--- src/rtl/sm_iter_arith.sv ---
// Iterative MULTU / DIVU / SQRT unit for schoolMIPS with start/busy/done handshake.
// Results land in HI/LO registers; intermediate state lives only in the working registers.
module sm_iter_arith #(
   parameter int WIDTH = 32,
   parameter int CNT_W = 6
) (
   input  logic             clk,
   input  logic             rst_n,
   input  logic             start,
   input  logic [1:0]       oper,
   input  logic [WIDTH-1:0] srcA,
   input  logic [WIDTH-1:0] srcB,
   input  logic             kill,
   output logic             busy,
   output logic             done,
   output logic [WIDTH-1:0] hi,
   output logic [WIDTH-1:0] lo,
   output logic             divZero
);

   localparam int HW = WIDTH / 2;
   localparam int RW = HW + 2;   // signed sqrt remainder width
   localparam logic [1:0] OP_MUL  = 2'b00;
   localparam logic [1:0] OP_DIV  = 2'b01;
   localparam logic [1:0] OP_SQRT = 2'b10;

   typedef enum logic {IDLE = 1'b0, RUN = 1'b1} state_t;

   state_t           state;
   logic [CNT_W-1:0] cnt;
   logic [1:0]       opReg;
   logic             zeroDiv;
   logic [WIDTH-1:0] accHi, accLo, opB;
   logic [RW-1:0]    sqRem;
   logic [HW-1:0]    sqRoot;

   logic [WIDTH:0]   mulSum, divShift, divDiff;
   logic             divGe;
   logic [RW-1:0]    sqShift, sqNextRem, sqFinal;
   logic [HW-1:0]    sqNextRoot;
   logic [WIDTH-1:0] stepHi, stepLo, resHi, resLo;
   logic             resDz;
   logic [CNT_W-1:0] loadCnt;

   assign busy = (state == RUN);

   always_comb begin
      mulSum   = {1'b0, accHi} + (accLo[0] ? {1'b0, opB} : '0);
      divShift = {accHi, accLo[WIDTH-1]};
      divDiff  = divShift - {1'b0, opB};
      divGe    = ~divDiff[WIDTH];

      // Non-restoring root step: sign of the running remainder picks add or subtract.
      sqShift = {sqRem[RW-3:0], accLo[WIDTH-1 -: 2]};
      if (sqRem[RW-1])
         sqNextRem = sqShift + {sqRoot, 2'b11};
      else
         sqNextRem = sqShift - {sqRoot, 2'b01};
      sqNextRoot = {sqRoot[HW-2:0], ~sqNextRem[RW-1]};
      sqFinal    = sqNextRem[RW-1] ? sqNextRem + {1'b0, sqNextRoot, 1'b1} : sqNextRem;

      stepHi = accHi;
      stepLo = accLo;
      case (opReg)
         OP_MUL: begin
            stepHi = mulSum[WIDTH:1];
            stepLo = {mulSum[0], accLo[WIDTH-1:1]};
         end
         OP_DIV: begin
            stepHi = divGe ? divDiff[WIDTH-1:0] : divShift[WIDTH-1:0];
            stepLo = {accLo[WIDTH-2:0], divGe};
         end
         OP_SQRT: stepLo = {accLo[WIDTH-3:0], 2'b00};
         default: ;
      endcase

      resHi = '0;
      resLo = '0;
      resDz = 1'b0;
      case (opReg)
         OP_MUL: begin
            resHi = stepHi;
            resLo = stepLo;
         end
         OP_DIV: begin
            if (zeroDiv) begin
               resHi = accLo;
               resLo = '1;
               resDz = 1'b1;
            end else begin
               resHi = stepHi;
               resLo = stepLo;
            end
         end
         OP_SQRT: begin
            resHi = WIDTH'(sqFinal);
            resLo = WIDTH'(sqNextRoot);
         end
         default: ;
      endcase

      case (oper)
         OP_MUL:  loadCnt = CNT_W'(WIDTH);
         OP_DIV:  loadCnt = (srcB != '0) ? CNT_W'(WIDTH) : CNT_W'(1);
         OP_SQRT: loadCnt = CNT_W'(HW);
         default: loadCnt = CNT_W'(1);
      endcase
   end

   always_ff @(posedge clk or negedge rst_n) begin
      if (!rst_n) begin
         state   <= IDLE;
         done    <= 1'b0;
         hi      <= '0;
         lo      <= '0;
         divZero <= 1'b0;
         cnt     <= '0;
         opReg   <= '0;
         zeroDiv <= 1'b0;
         accHi   <= '0;
         accLo   <= '0;
         opB     <= '0;
         sqRem   <= '0;
         sqRoot  <= '0;
      end else begin
         done <= 1'b0;
         if (state == IDLE) begin
            if (start && !kill) begin
               state   <= RUN;
               opReg   <= oper;
               cnt     <= loadCnt;
               zeroDiv <= (oper == OP_DIV) && (srcB == '0);
               accHi   <= '0;
               sqRem   <= '0;
               sqRoot  <= '0;
               // Multiplier bits are consumed from accLo, so MULTU swaps the operands.
               if (oper == OP_MUL) begin
                  accLo <= srcB;
                  opB   <= srcA;
               end else begin
                  accLo <= srcA;
                  opB   <= srcB;
               end
            end
         end else if (kill) begin
            state <= IDLE;
            cnt   <= '0;
         end else begin
            cnt    <= cnt - 1'b1;
            accHi  <= stepHi;
            accLo  <= stepLo;
            sqRem  <= sqNextRem;
            sqRoot <= sqNextRoot;
            if (cnt == CNT_W'(1)) begin
               state   <= IDLE;
               done    <= 1'b1;
               hi      <= resHi;
               lo      <= resLo;
               divZero <= resDz;
            end
         end
      end
   end

endmodule
--- config.mk ---
export PLATFORM = sky130hd
export DESIGN_NAME = sm_iter_arith
export DESIGN_NICKNAME = d
export VERILOG_FILES = /design/src/rtl/sm_iter_arith.sv
export SDC_FILE = /design/constraint.sdc
export NUM_CORES = 1
export LEC_CHECK = 0
export ABC_CLOCK_PERIOD_IN_PS = 7750
export CAP_MARGIN = 20
export CORE_MARGIN = 5
export CORE_UTILIZATION = 40
export CTS_CLUSTER_DIAMETER = 80
export CTS_CLUSTER_SIZE = 14
export DETAILED_ROUTE_END_ITERATION = 16
export PLACE_DENSITY = 0.6
export SLEW_MARGIN = 25
export SYNTH_ARGS = -nofsm -noshare
export SYNTH_HDL_FRONTEND = slang
export SYNTH_SLANG_ARGS = --single-unit
--- constraint.sdc ---
create_clock -name clk -period 7.75 [get_ports clk]
set_input_delay 1.55 -clock clk [delete_from_list [all_inputs] [get_ports clk]]
set_output_delay 1.55 -clock clk [all_outputs]
set_load 0.02 [all_outputs]
==> results of run 1 <==
-- final cells by class --
class / instances / area share (%)
clock inverter: 5 / 0.278
clock buffer: 24 / 2.78
timing repair buffer: 164 / 8.42
inverter: 84 / 1.67
sequential: 205 / 27.1
multi-input combinational: 1636 / 56.2
tap: 532 / 3.52
-- registers in the layout, indices dropped and copies added (netlist names) --
name and count:
sqRem 17, sqRoot 16, lo 32, hi 32, accHi 32, zeroDiv 1
cnt 6, done 1, opB 32, accLo 32, busy 1, divZero 1
opReg 2
-- power groups by stage --
stage	clock network [mW]	logic [mW]	registers (mW)
finish	0.966	4.52	1.73
global route	1.02	4.89	1.75
CTS	0.982	4.47	1.72
detailed placement	0	4.44	1.73
global placement	0	4.41	1.73
floorplan	0	2.92	1.73
-- cell usage after synthesis, types with 26 or more instances --
master	n
ha_1	98
nor3_1	31
nor2_1	180
xor2_1	33
nand3_1	26
a22o_1	45
a21oi_1	194
inv_1	82
dfrtp_1	205
mux2i_1	81
and2_1	39
clkbuf_1	103
o22ai_1	33
xnor2_1	63
a21o_1	43
nand2_1	241
o21ai_0	173
a211oi_1	42
-- path summary, 6_finish.rpt --
check                      endpoint  slack [ns]
max reg2reg                  hi[13]        2.87
max in group asynchronous    opB[5]        5.40
min reg2reg                   hi[0]        0.48
min in group asynchronous    cnt[2]        1.00
min                           hi[0]        0.48
max                          hi[13]        2.87
-- layer usage --
| metal | vias to the layer above | share of wire (%) | GRT usage [%] |
|---|---|---|---|
| met1 | 8021 | 43 | 39.4 |
| met5 | - | 0 | 0 |
| met3 | 142 | 7.6 | 3.67 |
| li1 | 7619 | - | - |
| met4 | 0 | 4.2 | 9.76 |
| met2 | 833 | 45 | 45.4 |
-- critical path, stage by stage (launching register included) --
cell and delay [ns]:
dfrtp_1 0.89, xnor2_1 0.20, ha_1 0.30, nor2b_1 0.15, o21ai_0 0.20, a21boi_0 0.23, o41ai_1 0.45, and2_1 0.21
nor2b_1 0.16, xnor2_1 0.21, ha_1 0.35, a21oi_1 0.25, o21ai_0 0.13, a21o_1 0.19, a21oi_1 0.20, nand2_1 0.13
xor2_1 0.16, a221oi_1 0.25, a21oi_1 0.12
-- logic make-up after synthesis --
logic type,Yosys count
mux,90
fa+ha+maj,100
compound gates,735
buf+inv,205
simple gates,612
flops,205
xor+xnor,99
==> results.py, run 1 <==
metrics = {
    "pwr": {
        "internal_power_mw": 3.58,
        "p_leak_nw": 8.32,
        "p_total_mw": 7.22,
        "power.switching_mw": 3.64,
        "seqPwrFrac_pct": 23.9,
        "clockPowerShare_pct": 13.4,
        "pwr_density_cell_mw_per_mm2": 382,
        "combPwrFrac_pct": 62.7,
        "swShare_pct": 50.4,
        "ir_worst_vdd_mv": 0.173,
    },
    "sta": {
        "worst_slew_pin_slew_ns": 1.11,
        "max_slew_margin_pct": 25.1,
        "fin_crit_ns": 4.88,
        "hold_viol": 0,
        "finalCritPeriodShare_pct": 63.0,
        "rsz0062_at_grt": "no",
        "worst_slack_ns": 2.87,
        "max_freq_mhz": 205,
        "setup_tns_ns": 0,
        "whs_ns": 0.477,
        "finClkSkew_ns": 0.0312,
        "setup_viol": 0,
        "slew_violations": 0,
    },
    "clock_tree": {
        "clock-sinks": 205,
        "clock_path_buffers": 3,
        "clk_pin_slew_ns": 0.07,
        "cts-hold-fix-buffers": 0,
        "cts_buffers": 20,
        "clockRootBuffer": "clkbuf_16",
        "cts.repair.resized": 0,
        "clk_latency_ns": 0.56,
        "htree_levels": 1,
        "post_cts_buffers": 0,
        "cts_tree": "yes",
    },
    "worst_hold_path": {
        "min_from": "hi[0]",
        "hold_path.class": "reg2reg",
        "holdPathStages": 2,
    },
    "detailed_routing": {
        "vias": 16600,
        "via_per_inst": 6.27,
        "route.detailed.drc": 0,
        "ant_nets": 0,
        "first_pass_iters": 7,
        "drt_iter0_markers": 1562,
        "wl_per_cell_um": 24.9,
        "drt-total-wl_um": 65900,
    },
    "setup_path": {
        "crit_required_ns": 8.18,
        "reg2reg_from": "sqRem[17]",
        "end_kind": "flip-flop",
        "criticalPathCategory": "reg2reg",
        "arrival_ns": 5.31,
        "reg2regPathDepth": 18,
        "crit_path_start_kind": "flip-flop",
        "startpoint": "sqRem[17]",
        "path_max_fanout": 17,
    },
    "final_layout": {
        "final_common_cell": "nand2_1",
        "final_cells": 2650,
        "final_cell_mix": "239 x nand2_1, 203 x dfrtp_1, 194 x a21oi_1",
        "stdcell_area_mm2": 0.0189,
        "area_delta_synth_final_pct": 14.6,
        "diodes": 0,
        "multiInputGateArea_mm2": 0.0106,
        "final_layout_size_suffix_gt1_share_pct": 4.44,
        "final.fill_count": 4067,
        "fin_util_pct": 46.3,
        "regArea_mm2": 0.00513,
        "final_nets": 2281,
    },
    "floorplanning": {
        "ios": 137,
        "die_h_um": 213,
        "fp.coreArea_mm2": 0.0408,
        "rows": 74,
        "fp.dieW_um": 213,
        "initial_utilization_pct": 40.4,
        "die_area_mm2": 0.0454,
    },
    "yosys": {
        "synthMuxAreaShare_pct": 5.53,
        "synth.distinct_cells": 83,
        "synthFlopType": "dfrtp_1",
        "synthArstFlopShare_pct": 100,
        "synth_top_family_by_area": "compound AO/OA/AOI/OAI gates",
        "avgSynthCellArea_um2": 8.06,
        "yosysTopAreaCellShare_pct": 31.1,
        "yosys-top-cells-area": "dfrtp_1 31%, ha_1 7.4%, a21oi_1 5.9%",
        "synthesis.area_mm2": 0.0165,
        "ys_ff_latch": 205,
        "synth_nets": 2216,
        "synth_top_cell_by_area": "dfrtp_1",
        "seq_area_frac_synth_pct": 31.1,
        "syn_inst": 2046,
        "synth-edff-count": 0,
        "ys.warnings.count": 0,
        "synth_fa_ha_area_share_pct": 7.67,
        "synthSimpleGateAreaFrac_pct": 16.7,
        "synth_xor_xnor_area_share_pct": 5.39,
        "synth_compound_area_share_pct": 28.9,
    },
    "grt": {
        "grt_pass1_vias": 15800,
        "antenna_found_initial": 0,
        "grt_max_degree": 85,
        "grt_pass1_wl_um": 99500,
        "grt_use_total_pct": 28.3,
        "grt_overflow_total": 0,
    },
    "place": {
        "place.gp.congestion": 0.963,
        "place_inst": 2620,
        "dp_hpwl_um": 49500,
        "place_ws_ns": 2.91,
        "placed_area_mm2": 0.0183,
        "portBuffers": 136,
    },
    "status": {
        "status": "completed",
    },
    "flow_run": {
        "drv_cap": 0,
    },
}
No activity file was read; power rests on OpenSTA's default activity.
==> run 2: changes to the inputs <==
--- a/config.mk
+++ b/config.mk
@@ -5,14 +5,14 @@
 export SDC_FILE = /design/constraint.sdc
 export NUM_CORES = 1
 export LEC_CHECK = 0
-export ABC_CLOCK_PERIOD_IN_PS = 7750
+export ABC_CLOCK_PERIOD_IN_PS = 4300
 export CAP_MARGIN = 20
 export CORE_MARGIN = 5
 export CORE_UTILIZATION = 40
 export CTS_CLUSTER_DIAMETER = 80
 export CTS_CLUSTER_SIZE = 14
 export DETAILED_ROUTE_END_ITERATION = 16
-export PLACE_DENSITY = 0.6
+export PLACE_DENSITY = 0.62
 export SLEW_MARGIN = 25
 export SYNTH_ARGS = -nofsm -noshare
 export SYNTH_HDL_FRONTEND = slang
==> constraint.sdc (replaced) <==
create_clock -name clk -period 4.3 [get_ports clk]
set_input_delay 0.86 -clock clk [delete_from_list [all_inputs] [get_ports clk]]
set_output_delay 0.86 -clock clk [all_outputs]
set_load 0.02 [all_outputs]
==> results.py, run 2 (synthesized netlist as in run 1, its figures left out) <==
metrics = {
    "detailed_routing": {
        "route.detailed.drc": 0,
        "first_pass_iters": 7,
        "vias": 16800,
        "drt_iter0_markers": 1752,
        "drt-total-wl_um": 65500,
        "via_per_inst": 6.19,
        "wl_per_cell_um": 24.1,
        "ant_nets": 0,
    },
    "floorplanning": {
        "die_h_um": 213,
        "die_area_mm2": 0.0454,
        "rows": 74,
        "fp.coreArea_mm2": 0.0408,
        "ios": 137,
        "initial_utilization_pct": 40.4,
        "fp.dieW_um": 213,
    },
    "setup_path": {
        "path_cells": "buf_8 -> xnor2_1 -> ha_1 -> o21a_1 -> o21a_1 -> and3_1 -> o41ai_2 -> buf_4 -> and2_1 -> nor2b_1 -> xnor2_1 -> ha_1 -> a21o_1 -> a21oi_1 -> inv_1 -> a311o_1 -> and4_1 -> a311oi_1 -> o21ai_1",
        "path_max_fanout": 15,
        "crit_path_max_incr_delay_ns": 0.42,
        "crit_required_ns": 4.72,
        "end_kind": "flip-flop",
        "critPathSlowestCell": "dfrtp_1",
        "reg2regPathDepth": 19,
        "criticalPathCategory": "reg2reg",
        "r2r-end": "hi[12]",
        "reg2reg_from": "sqRem[17]",
        "reg2reg_slack_ns": 0.22,
        "crit_path_start_kind": "flip-flop",
        "arrival_ns": 4.51,
    },
    "flow_run": {
        "drv_cap": 0,
    },
    "place": {
        "dp_hpwl_um": 50300,
        "place.gp.congestion": 1.00,
        "portBuffers": 136,
    },
    "pwr": {
        "pwr_density_cell_mw_per_mm2": 701,
        "p_leak_nw": 8.67,
        "ir_worst_vdd_mv": 0.377,
    },
    "grt": {
        "grt_overflow_total": 0,
        "grt_use_total_pct": 28.2,
        "antenna_found_initial": 1,
        "grt_pass1_wl_um": 99300,
        "grt_pass1_vias": 16100,
        "grt_max_degree": 92,
    },
    "clock_tree": {
        "clock-sinks": 205,
        "htree_levels": 1,
        "clk_pin_slew_ns": 0.07,
        "cts_buffers": 21,
        "cts_tree": "yes",
        "clk_latency_ns": 0.55,
        "clock_path_buffers": 3,
        "cts-hold-fix-buffers": 0,
        "clockRootBuffer": "clkbuf_16",
    },
    "sta": {
        "hold_viol": 0,
        "setup_viol": 0,
        "slew_violations": 0,
        "fin_crit_ns": 4.08,
        "finalCritPeriodShare_pct": 95.0,
        "whs_ns": 0.325,
        "max_slew_margin_pct": 43.8,
        "worst_slew_pin_slew_ns": 0.843,
        "rsz0062_at_grt": "no",
        "setup_tns_ns": 0,
        "max_freq_mhz": 245,
        "finClkSkew_ns": 0.0233,
    },
    "final_layout": {
        "final_common_cell": "nand2_1",
        "final_layout_size_suffix_gt1_share_pct": 7.75,
        "final_nets": 2340,
        "diodes": 0,
        "fin_util_pct": 47.7,
        "area_delta_synth_final_pct": 18.2,
        "final_cell_mix": "239 x nand2_1, 203 x dfrtp_1, 191 x a21oi_1",
    },
    "worst_hold_path": {
        "hold_path.class": "in2async",
    },
    "status": {
        "status": "completed",
    },
}
run 2: worst max-delay path: cells and delay by family, from the launching register on:
kind            cells  cell delay [ns]
compound gates      8             1.40
fa+ha+maj           2             0.69
buf+inv             3             0.42
xor+xnor            2             0.32
flops               1             0.42
simple gates        4             0.69
run 2: final cells by class:
cell class              instances  area [um^2]
repair buffers                222         2060
clock buffers                  24          537
well taps                     532          666
inverters                      84          315
multi-input cells            1636        10700
flip-flops and latches        205         5130
fillers                      3993        21300
clock inverters                 9         93.8
run 2: per-stage QoR:
stage	cells	total power [mW]	cell area [um^2]	worst slack (ns)
2_1_floorplan	2046	8.38	16500	0.372
3_3_place_gp	2676	11.5	18800	0.214
3_5_place_dp	2676	11.5	18800	0.117
4_1_cts	2709	13.4	19400	0.0770
5_1_grt	2712	14.5	19500	0.000854
6_report	2712	13.7	19500	0.215
run 2: repair_timing:
action / in CTS / in global routing
buffers inserted: 0 / 3
resized for setup: 0 / 18
setup endpoints to repair: 0 / 5
run 2: routing by layer:
metal / wire length, um / up-vias / share of wire, % / track usage [%]
met3: 5290 / 152 / 8.1 / 4.66
met1: 28100 / 8178 / 43 / 39.2
met2: 29100 / 747 / 44 / 44.0
li1: - / 7722 / - / -
met5: 0 / - / 0 / 0
met4: 2990 / 0 / 4.6 / 10.9
run 2: how the worst max path moves through the flow:
stage,depth (start not counted),start,end,slack [ns]
floorplan,19,sqRem[17],hi[15],0.37
global placement,19,sqRoot[0],hi[13],0.21
detailed placement,19,sqRem[17],hi[17],0.12
CTS,19,sqRem[17],hi[17],0.08
global route,18,sqRem[17],hi[15],0.0009
finish,19,sqRem[17],hi[12],0.22
run 2: report_power, final:
group	switching, mW	internal (mW)
registers	0.590	2.45
logic	5.22	3.55
clock network	0.875	0.965
